`src/rtl/thumb_packer.sv`:
```
// Thumb instruction-stream packer: folds 16/32-bit instructions into
// aligned 32-bit memory words, earlier halfword in [31:16].
module thumb_packer #(
    parameter logic [31:0] BASE_ADDR = 32'h0000_0000,
    parameter logic [15:0] NOP       = 16'hbf00
) (
    input  logic        clk,
    input  logic        rst_n,
    input  logic        in_valid,
    output logic        in_ready,
    input  logic        in_is32,
    input  logic [31:0] in_instr,
    input  logic        flush,
    output logic        out_valid,
    input  logic        out_ready,
    output logic [31:0] out_addr,
    output logic [31:0] out_data,
    output logic        flush_done,
    output logic        err,
    output logic [15:0] word_cnt
);

    logic        half_valid;
    logic [15:0] half_data;
    logic        flush_pend;
    logic [31:0] next_addr;

    logic        acc;
    logic        out_free;
    logic        fl_req;
    logic        do_flush;
    logic        emit;
    logic [31:0] emit_data;
    logic        half_v_nxt;
    logic [15:0] half_d_nxt;
    logic [15:0] hw_first;
    logic        is_pref;

    assign in_ready = !flush_pend && (!out_valid || out_ready);

    // Decide what this cycle emits and what stays pending; an accept
    // always wins over a flush, which then waits one cycle.
    always_comb begin
        acc        = in_valid && in_ready;
        out_free   = !out_valid || out_ready;
        fl_req     = flush || flush_pend;
        do_flush   = fl_req && out_free && !acc;
        hw_first   = in_is32 ? in_instr[31:16] : in_instr[15:0];
        is_pref    = (hw_first[15:13] == 3'b111)
                  && (hw_first[12:11] != 2'b00);
        emit       = 1'b0;
        emit_data  = '0;
        half_v_nxt = half_valid;
        half_d_nxt = half_data;
        if (acc) begin
            case ({half_valid, in_is32})
                2'b00: begin
                    half_v_nxt = 1'b1;
                    half_d_nxt = in_instr[15:0];
                end
                2'b01: begin
                    emit      = 1'b1;
                    emit_data = in_instr;
                end
                2'b10: begin
                    emit       = 1'b1;
                    emit_data  = {half_data, in_instr[15:0]};
                    half_v_nxt = 1'b0;
                end
                default: begin
                    emit       = 1'b1;
                    emit_data  = {half_data, in_instr[31:16]};
                    half_d_nxt = in_instr[15:0];
                end
            endcase
        end else if (do_flush && half_valid) begin
            emit       = 1'b1;
            emit_data  = {half_data, NOP};
            half_v_nxt = 1'b0;
        end
    end

    // Pending-halfword, flush and output-register state.
    always_ff @(posedge clk) begin
        if (!rst_n) begin
            half_valid <= 1'b0;
            half_data  <= '0;
            flush_pend <= 1'b0;
            next_addr  <= BASE_ADDR;
            out_valid  <= 1'b0;
            out_addr   <= '0;
            out_data   <= '0;
            flush_done <= 1'b0;
            err        <= 1'b0;
            word_cnt   <= '0;
        end else begin
            half_valid <= half_v_nxt;
            half_data  <= half_d_nxt;
            flush_pend <= fl_req && !do_flush;
            flush_done <= do_flush;
            if (acc && (is_pref != in_is32)) begin
                err <= 1'b1;
            end
            if (emit) begin
                out_valid <= 1'b1;
                out_addr  <= next_addr;
                out_data  <= emit_data;
                next_addr <= next_addr + 32'd4;
                word_cnt  <= word_cnt + 16'd1;
            end else if (out_ready) begin
                out_valid <= 1'b0;
            end
        end
    end

endmodule

```
`config.mk`:
```
export PLATFORM = sky130hd
export DESIGN_NAME = thumb_packer
export DESIGN_NICKNAME = d
export VERILOG_FILES = /design/src/rtl/thumb_packer.sv
export SDC_FILE = /design/constraint.sdc
export NUM_CORES = 1
export LEC_CHECK = 0
export CELL_PAD_IN_SITES_DETAIL_PLACEMENT = 1
export CELL_PAD_IN_SITES_GLOBAL_PLACEMENT = 1
export CORE_MARGIN = 10
export CORE_UTILIZATION = 40
export DETAILED_ROUTE_END_ITERATION = 10
export PLACE_DENSITY = 0.93
export SLEW_MARGIN = 40
export SYNTH_ARGS = -nofsm -noshare
export SYNTH_HDL_FRONTEND = slang
export SYNTH_SLANG_ARGS = --single-unit
```
`constraint.sdc`:
```
create_clock -name clk -period 4.1 [get_ports clk]
set_input_delay 1.025 -clock clk [delete_from_list [all_inputs] [get_ports clk]]
set_output_delay 1.025 -clock clk [all_outputs]
set_load 0.05 [all_outputs]
```
==> results_dict.tcl, run 1 <==
set metrics [dict create \
    die_h_um 137 \
    drc_errors 0 \
    path_max_fanout 4 \
    synth_edf_count 0 \
    antenna_found_initial 0 \
    r2r_cells 9 \
    p_per_area_nw_per_um2 429 \
    path_buf_inv 2 \
    num-nets-final 794 \
    fin_crit_sh_pct 90.3 \
    place.gp.congestion 0.830 \
    hold-worst-slack_ns 0.449 \
    rrSetupSlack_ns 1.44 \
    cp_num_cells 4 \
    io_pins 122 \
    track_usage_pct 20.2 \
    yosys_register_bits 129 \
    r2r-start "half_valid$_SDFFE_PN0P_" \
    synth_flop_cell "dfxtp_1" \
    htree_levels 4 \
    final_cell_mix "dfxtp_1, clkdlybuf4s50_1, nand2_1" \
    drt_iter0_drc 401 \
    clk_pin_slew_ns 0.05 \
    swShare_pct 26.1 \
    critPathKind "primary input to output port" \
    synthCells 645 \
    max_cap_viol_count 0 \
    vias 5399 \
    synth.avg_cell_area_um2 8.51 \
    clock-sinks 129 \
    r2r_end "out_data[23]$_SDFFE_PN0P_" \
    yosysSeqAreaShare_pct 47.0 \
    worst_skew_pair.late_latency_ns 0.42 \
    crit_path_start_kind "primary input" \
    core_um2 13300 \
    syn-cell-area_um2 5490 \
    internal-power_mw 2.36 \
    drv_slew 0 \
    async_flop_share_pct 0 \
    finalCriticalPeriod_ns 3.70 \
    grt_max_degree 93 \
    grt_pass1_vias 5827 \
    syn2layout_area_growth_pct 35.3 \
    path_cells "clkdlybuf4s50_1 > nor2b_1 > nor2_1 > clkdlybuf4s50_1" \
    power.share.sequential_pct 41.3 \
    crit_path_frequent_cell "clkdlybuf4s50_1" \
    grt_overflow 0 \
    port_buffers 119 \
    hpwl_mm 12.9 \
    final_critical_path_setup_slack_ns 0.397 \
    drt_pass1_iterations 5 \
    cts_resized 0 \
    holdPathEnd "out_addr[29]$_SDFFE_PN0P_" \
    routed_wl_mm 18.9 \
    relSlewSlack_pct 44.5 \
    synth.distinct_cells 47 \
    status "finished clean" \
    combPwrFrac_pct 13.0 \
    clockPowerShare_pct 45.7 \
    numCtsBuffers 17 \
    drive_gt1_share_pct 6.56 \
    via_per_inst 5.76 \
    crit_path_end_kind "output port" \
    fin_worst_skew_ns 0.00814 \
    grt_pass1_wl_mm 30.4 \
    start_util_pct 41.1 \
    n_antenna_cell 0 \
    final_common_cell "dfxtp_1" \
    clockRootBuffer "clkbuf_16" \
    hold_path_depth 2 \
    grt_setup_unrepaired "false" \
    postCtsSetupBuffers 0 \
    post-place-ws_ns 0.394 \
    dieArea_um2 18800 \
    crit_slowest_cell "clkdlybuf4s50_1" \
    cp.required_ns 3.07 \
    max_stage_delay_ns 0.73 \
    cp_top_family "buffers and inverters" \
    hold_violations 0 \
    ctsHoldBuffers 0 \
    ys_warn_count 0 \
    p_total_mw 3.19 \
    fp-row-count 42 \
    peakVddDrop_mv 0.293 \
    wl_per_cell_um 20.2 \
    min_from "out_addr[29]$_SDFFE_PN0P_" \
    hold_path.class "flip-flop to flip-flop" \
    p_switching_uw 832 \
    crit_arrival_ns 2.68 \
    cts_tree "yes" \
    fmax_ghz 0.270 \
    antenna_left 0 \
    die_w_um 137 \
    worstMarginPinSlew_ns 0.833 \
    totalNegativeSetupSlack_ns 0 \
    ctsLongestPathBuffers 2 \
    final-setup-viol-count 0 \
    p_leak_nw 2.51 \
]
per-layer routing:
metal	part of all wire, %	global-route usage, %	wire (um)
met2	51	34.4	9620
met1	40	22.3	7520
met5	0	0	0
met3	7.3	6.66	1380
met4	2.0	9.43	382
worst max path at each step:
stage | start | endpoint | slack, ns
after detailed placement | in_is32 | out_data[29]$_SDFFE_PN0P_ | 0.39
final | out_ready | in_ready | 0.40
after CTS | out_ready | in_ready | 0.38
after global routing | out_ready | in_ready | 0.30
after floorplan | out_ready | in_ready | 1.29
after global placement | out_ready | in_ready | 0.49
flip-flops by register name, indices dropped and copies added, names as in the netlist:
name,count
err,1
flush_done,1
flush_pend,1
half_data,16
half_valid,1
next_addr,30
out_addr,30
out_data,32
out_valid,1
word_cnt,16
worst reg2reg max path: cells and delay by family (launching register included):
| family | cells | cell delay (ns) |
|---|---|---|
| buffers and inverters | 4 | 0.81 |
| AND/OR/NAND/NOR | 3 | 0.67 |
| flip-flops | 1 | 0.42 |
| AO/OA/AOI/OAI | 1 | 0.35 |
| adder cells (fa/ha/maj) | 1 | 0.25 |
power groups by stage:
stage | combinational [mW] | sequential [mW] | clock (mW)
after floorplan | 0.174 | 1.41 | 0
after global placement | 0.386 | 1.34 | 0
after detailed placement | 0.403 | 1.34 | 0
after CTS | 0.408 | 1.32 | 1.47
after global routing | 0.440 | 1.32 | 1.54
final | 0.414 | 1.32 | 1.46
final cells by class:
type | instances | area (um^2)
multi-input cells | 463 | 2720
clock inverters | 4 | 47.5
clock buffers | 27 | 523
well taps | 176 | 220
repair buffers | 133 | 1320
inverters | 6 | 23.8
flip-flops and latches | 129 | 2580
fillers | 1536 | 5920
logic make-up after synthesis:
logic type / after synthesis / synth area share [%]
buffers and inverters: 54 / 3.99
other: 1 / 0.0683
XOR/XNOR: 23 / 3.67
AO/OA/AOI/OAI: 163 / 19.7
multiplexers: 17 / 3.10
AND/OR/NAND/NOR: 252 / 21.1
adder cells (fa/ha/maj): 6 / 1.37
flip-flops: 129 / 47.0
through the flow:
step	cell area, um^2	utilization [%]	cells
floorplan	5500	-	646
global placement	6820	51.1	906
detailed placement	6830	51.2	906
CTS	7400	55.4	937
global route	7430	55.7	938
finish	7430	55.7	938
Yosys cell counts, types with 2 or more instances:
library cell  count  share of area (%)
a2111oi_0         5               0.80
a211oi_1          5               0.68
a21oi_1          60                5.5
a221oi_1         18                2.9
a22o_1            9                1.4
a22oi_1          20                2.7
a32oi_1           5               0.80
and2_1            5               0.57
and4_1            6               0.96
buf_2             7               0.64
buf_4             2               0.27
clkbuf_1         38                2.6
dfxtp_1         129                 47
ha_1              6                1.4
inv_1             5               0.34
mux2i_1          17                3.1
nand2_1          87                5.9
nand2b_1          2               0.23
nand3_1          11                1.0
nand4_1          12                1.4
nor2_1           89                6.1
nor2b_1           3               0.34
nor3_1            9               0.82
o2111ai_1         5               0.80
o211ai_1          5               0.68
o21a_1            2               0.27
o21ai_0          18                1.6
o31ai_1           7               0.96
or3_1            12                1.4
or4_1             8                1.1
xnor2_1          16                2.6
xor2_1            7                1.1
No activity file was read; power rests on OpenSTA's default activity.
==> run 2, diff against run 1 <==
--- a/config.mk
+++ b/config.mk
@@ -5,12 +5,12 @@
 export SDC_FILE = /design/constraint.sdc
 export NUM_CORES = 1
 export LEC_CHECK = 0
+export ABC_CLOCK_PERIOD_IN_PS = 4100
 export CELL_PAD_IN_SITES_DETAIL_PLACEMENT = 1
 export CELL_PAD_IN_SITES_GLOBAL_PLACEMENT = 1
-export CORE_MARGIN = 10
-export CORE_UTILIZATION = 40
+export CORE_UTILIZATION = 35
 export DETAILED_ROUTE_END_ITERATION = 10
-export PLACE_DENSITY = 0.93
+export PLACE_DENSITY = 0.83
 export SLEW_MARGIN = 40
 export SYNTH_ARGS = -nofsm -noshare
 export SYNTH_HDL_FRONTEND = slang
==> run 2 against run 1 <==
Against the previous run:
- cell area increased by 1.1%
- first-iteration DRC count decreased by 22%
- flip-flop and latch count unchanged
- clock-buffer cell count decreased by 5
- wire length decreased by 6.4%
- clock power increased by 11%
==> results_dict.tcl, run 2 (synthesized netlist as in run 1, its figures left out) <==
set metrics [dict create \
    hold_path.class "flip-flop to flip-flop" \
    syn2layout_area_growth_pct 36.8 \
    postCtsSetupBuffers 0 \
    critPathKind "primary input to output port" \
    die_h_um 127 \
    final-setup-viol-count 0 \
    fin_crit_sh_pct 87.9 \
    r2r_end "word_cnt[10]$_SDFFE_PN0P_" \
    vias 5345 \
    clockPowerShare_pct 48.4 \
    track_usage_pct 22.2 \
    hold_path_depth 2 \
    fmax_ghz 0.278 \
    drv_slew 0 \
    r2r_cells 6 \
    port_buffers 119 \
    antenna_found_initial 0 \
    largest_register_ffs 32 \
    crit_path_end_kind "output port" \
    htree_levels 4 \
    clk_pin_slew_ns 0.06 \
    n_antenna_cell 0 \
    cp.required_ns 3.07 \
    crit_path_start_kind "primary input" \
    final_common_cell "dfxtp_1" \
    drive_gt1_share_pct 6.82 \
    max_cap_viol_count 0 \
    p_switching_uw 853 \
    p_per_area_nw_per_um2 445 \
    r2r-start "half_valid$_SDFFE_PN0P_" \
    swShare_pct 25.5 \
    finalCriticalPeriod_ns 3.60 \
    clockRootBuffer "clkbuf_16" \
    wl_per_cell_um 18.2 \
    fin_worst_skew_ns 0.00579 \
    totalNegativeSetupSlack_ns 0 \
    crit_arrival_ns 2.58 \
    power.share.sequential_pct 39.5 \
    grt_pass1_wl_mm 28.2 \
    drt_pass1_iterations 5 \
    crit_path_end "in_ready" \
    hold-worst-slack_ns 0.452 \
    die_w_um 127 \
    internal-power_mw 2.49 \
    final_cell_mix "dfxtp_1, clkdlybuf4s50_1, nand2_1" \
    start_util_pct 36.0 \
    num-nets-final 793 \
    dieArea_um2 16200 \
    hold_violations 0 \
    p_total_mw 3.34 \
    fp-row-count 45 \
    p_leak_nw 2.52 \
    rrSetupSlack_ns 1.47 \
    antenna_left 0 \
    top_regs "out_data (32), next_addr (30), out_addr (30)" \
    path_max_fanout 2 \
    core_um2 15300 \
    grt_pass1_vias 5713 \
    grt_max_degree 125 \
    worst_skew_pair.late_latency_ns 0.42 \
    drt_iter0_drc 312 \
    ctsLongestPathBuffers 2 \
    hpwl_mm 11.8 \
    ctsHoldBuffers 0 \
    io_pins 122 \
    worstMarginPinSlew_ns 0.800 \
    grt_setup_unrepaired "false" \
    drc_errors 0 \
    place.gp.congestion 0.889 \
    peakVddDrop_mv 0.312 \
    cts_resized 0 \
    cts_tree "yes" \
    status "finished clean" \
    relSlewSlack_pct 46.6 \
    grt_overflow 0 \
    clock-sinks 129 \
    largest_register "out_data" \
    startpoint "out_ready" \
    via_per_inst 5.49 \
    combPwrFrac_pct 12.1 \
    numCtsBuffers 17 \
    routed_wl_mm 17.7 \
]
==> run 2: cell types whose count changed in the layout (fill, tap and decap cells not counted), sizes merged <==
| cell | previous run | this run |
|---|---|---|
| clkbuf | 27 | 22 |
| bufinv | 1 | 4 |
| clkinv | 3 | 6 |
| buf | 14 | 13 |
==> run 2: worst min path at each step <==
stage | start | to | slack (ns)
global placement | out_addr[28]$_SDFFE_PN0P_ | out_addr[28]$_SDFFE_PN0P_ | 0.44
finish | out_addr[19]$_SDFFE_PN0P_ | out_addr[19]$_SDFFE_PN0P_ | 0.45
CTS | out_addr[19]$_SDFFE_PN0P_ | out_addr[19]$_SDFFE_PN0P_ | 0.45
global route | out_addr[9]$_SDFFE_PN0P_ | out_addr[9]$_SDFFE_PN0P_ | 0.47
floorplan | next_addr[31]$_SDFFE_PN0P_ | out_addr[31]$_SDFFE_PN0P_ | 0.44
detailed placement | out_addr[19]$_SDFFE_PN0P_ | out_addr[19]$_SDFFE_PN0P_ | 0.45
==> run 2: through the flow <==
| step | util, % | cell area (um^2) | cells | setup slack, ns |
|---|---|---|---|---|
| 2_1_floorplan | - | 5500 | 646 | 1.29 |
| 3_3_place_gp | 45.0 | 6860 | 939 | 0.476 |
| 3_5_place_dp | 45.0 | 6870 | 941 | 0.366 |
| 4_1_cts | 49.2 | 7500 | 973 | 0.507 |
| 5_1_grt | 49.2 | 7510 | 973 | 0.441 |
| 6_report | 49.2 | 7510 | 973 | 0.497 |
==> run 2: critical path, cell delays in order <==
cell and delay (ns):
clkdlybuf4s50_1 0.48, nor2b_1 0.07, nor2_1 0.17, clkdlybuf4s50_1 0.84
==> run 2: metal layers <==
layer  share of wire, %  global-route usage, %
met1                 43                   26.3
met2                 49                   37.8
met3                5.7                   5.82
met4                2.4                   9.17
met5                  0                      0
==> run 2: layout make-up <==
class | instances | area (um^2)
clock inverter | 10 | 156
sequential | 129 | 2580
clock buffer | 22 | 474
fill | 1807 | 7740
timing repair buffer | 132 | 1300
tap | 211 | 264
inverter | 6 | 23.8
multi-input combinational | 463 | 2720
==> run 2: power by group through the flow <==
| stage | clock network (mW) | logic [mW] | registers, mW |
|---|---|---|---|
| 2_1_floorplan | 0 | 0.174 | 1.41 |
| 3_3_place_gp | 0 | 0.389 | 1.34 |
| 3_5_place_dp | 0 | 0.400 | 1.35 |
| 4_1_cts | 1.63 | 0.405 | 1.32 |
| 5_1_grt | 1.69 | 0.428 | 1.32 |
| 6_report | 1.62 | 0.405 | 1.32 |
==> run 3, diff against run 2 <==
--- a/config.mk
+++ b/config.mk
@@ -5,7 +5,8 @@
 export SDC_FILE = /design/constraint.sdc
 export NUM_CORES = 1
 export LEC_CHECK = 0
-export ABC_CLOCK_PERIOD_IN_PS = 4100
+export ABC_CLOCK_PERIOD_IN_PS = 3800
+export CAP_MARGIN = 10
 export CELL_PAD_IN_SITES_DETAIL_PLACEMENT = 1
 export CELL_PAD_IN_SITES_GLOBAL_PLACEMENT = 1
 export CORE_UTILIZATION = 35
==> constraint.sdc (replaced) <==
create_clock -name clk -period 3.8 [get_ports clk]
set_input_delay 0.95 -clock clk [delete_from_list [all_inputs] [get_ports clk]]
set_output_delay 0.95 -clock clk [all_outputs]
set_load 0.05 [all_outputs]
==> run 3 against run 2 <==
Against the previous run:
- via count rose by 2.3%
- cell count rose by 0.31%
- clock power up 9%
- core utilization increased by 0.16 points
- sequential power rose by 8%
- power up 8.7%
- register-to-register slack is essentially flat
- wire length grew 3.6%
- setup slack worse by 0.10 ns
- hold slack lost 0.0027 ns
==> results_dict.tcl, run 3 (synthesized netlist as in run 1, its figures left out) <==
set metrics [dict create \
    drc_errors 0 \
    antenna_left 0 \
    num-nets-final 796 \
    largest_register "out_data" \
    p_total_mw 3.64 \
    crit_path_end_kind "output port" \
    hold_path_depth 2 \
    drt_iter0_drc 310 \
    r2r_cells 6 \
    critPathKind "primary input to output port" \
    final_critical_path_setup_slack_ns 0.392 \
    grt_overflow 0 \
    numCtsBuffers 17 \
    hpwl_mm 12.0 \
    totalNegativeSetupSlack_ns 0 \
    routed_wl_mm 18.3 \
    hold_violations 0 \
    drt_pass1_iterations 7 \
    max_cap_viol_count 0 \
    n_antenna_cell 0 \
    place_area_um2 6900 \
    crit_arrival_ns 2.46 \
    grt_use_met2_pct 40.2 \
    final-setup-viol-count 0 \
    cts_resized 0 \
    finalCriticalPeriod_ns 3.41 \
    core_um2 15300 \
    postCtsSetupBuffers 0 \
    fin_util_pct 49.4 \
    grtUsageMet1_pct 27.7 \
    peakVddDrop_mv 0.300 \
    die_w_um 127 \
    stdcell_area_um2 7540 \
    min_from "out_addr[24]$_SDFFE_PN0P_" \
    grt_setup_unrepaired "false" \
    multiInputGateArea_um2 2720 \
    io_pins 122 \
    place.gp.congestion 0.902 \
    dieArea_um2 16200 \
    worstMarginPinSlew_ns 0.768 \
    syn2layout_area_growth_pct 37.3 \
    relSlewSlack_pct 48.8 \
    met3_usage_pct 5.70 \
    vias 5468 \
    grt_pass1_wl_mm 29.7 \
    r2r_end "next_addr[31]$_SDFFE_PN0P_" \
    hold-worst-slack_ns 0.449 \
    htree_levels 4 \
    ctsLongestPathBuffers 2 \
    grt-busiest-layer "met2" \
    clock-sinks 129 \
    holdPathEnd "out_addr[24]$_SDFFE_PN0P_" \
    port_buffers 119 \
    worst_skew_pair.late_latency_ns 0.43 \
    cp.required_ns 2.85 \
    fmax_ghz 0.293 \
    cts_tree "yes" \
    p_per_area_nw_per_um2 482 \
    fp-row-count 45 \
    r2r-start "half_valid$_SDFFE_PN0P_" \
    p_leak_nw 2.53 \
    rrSetupSlack_ns 1.46 \
    grt_max_degree 90 \
    hold_path.class "flip-flop to flip-flop" \
    fin_crit_sh_pct 89.7 \
    status "finished clean" \
    grt_pass1_vias 5747 \
    clockRootBuffer "clkbuf_16" \
    fin_worst_skew_ns 0.00774 \
    fill_cells 1747 \
    antenna_found_initial 0 \
    track_usage_pct 23.5 \
    ctsHoldBuffers 0 \
    start_util_pct 36.0 \
    largest_register_ffs 32 \
    via_per_inst 5.60 \
    placed_cells 944 \
    post-place-ws_ns 0.288 \
    ff_latch_area_um2 2580 \
    drive_gt1_share_pct 6.80 \
    clk_pin_slew_ns 0.05 \
    path_max_fanout 2 \
    top_regs "out_data (32), next_addr (30), out_addr (30)" \
    drv_slew 0 \
    stdcell_count 976 \
    die_h_um 127 \
    final_common_cell "dfxtp_1" \
    wl_per_cell_um 18.8 \
    crit_path_start_kind "primary input" \
    final_cell_mix "dfxtp_1, clkdlybuf4s50_1, nand2_1" \
]
run 3: changes by cell type in the layout (fill, tap and decap cells not counted):
cell	previous run	this run
clkbuf_1	2	5
clkbuf_8	3	0
bufinv_16	4	5
buf_2	2	0
buf_4	10	15
clkinv_2	5	3
clkinvlp_4	1	2
run 3: worst max-delay path, cell delays in order:
cell and delay (ns):
clkdlybuf4s50_1 0.48, nor2b_1 0.06, nor2_1 0.14, clkdlybuf4s50_1 0.83
run 3: final cells by class:
class	instances	share of cell area, %
Clock buffer	22	5.89
Clock inverter	10	2.44
Inverter	6	0.315
Multi-Input combinational cell	463	36.0
Sequential cell	129	34.3
Tap cell	211	3.50
Timing Repair Buffer	135	17.6
run 3: worst max-delay path by stage:
stage          startpoint                         end  slack, ns
3_5_place_dp      in_is32  next_addr[31]$_SDFFE_PN0P_       0.29
2_1_floorplan   out_ready                    in_ready       1.14
3_3_place_gp      in_is32  next_addr[31]$_SDFFE_PN0P_       0.39
6_report        out_ready                    in_ready       0.39
4_1_cts         out_ready                    in_ready       0.38
5_1_grt         out_ready                    in_ready       0.34
run 3: report_power, final:
part | internal [mW] | leakage (nW) | total, mW | switching, mW
Sequential | 1.39 | 1.04 | 1.42 | 0.0330
Combinational | 0.154 | 1.19 | 0.447 | 0.293
Clock | 1.16 | 0.298 | 1.76 | 0.602
run 3: layer usage:
metal / routed length, um / part of all wire, % / vias up
met2: 9160 / 50 / 198
met5: 0 / 0 / -
met1: 7720 / 42 / 2720
met3: 1040 / 5.6 / 34
li1: - / - / 2516
met4: 412 / 2.2 / 0
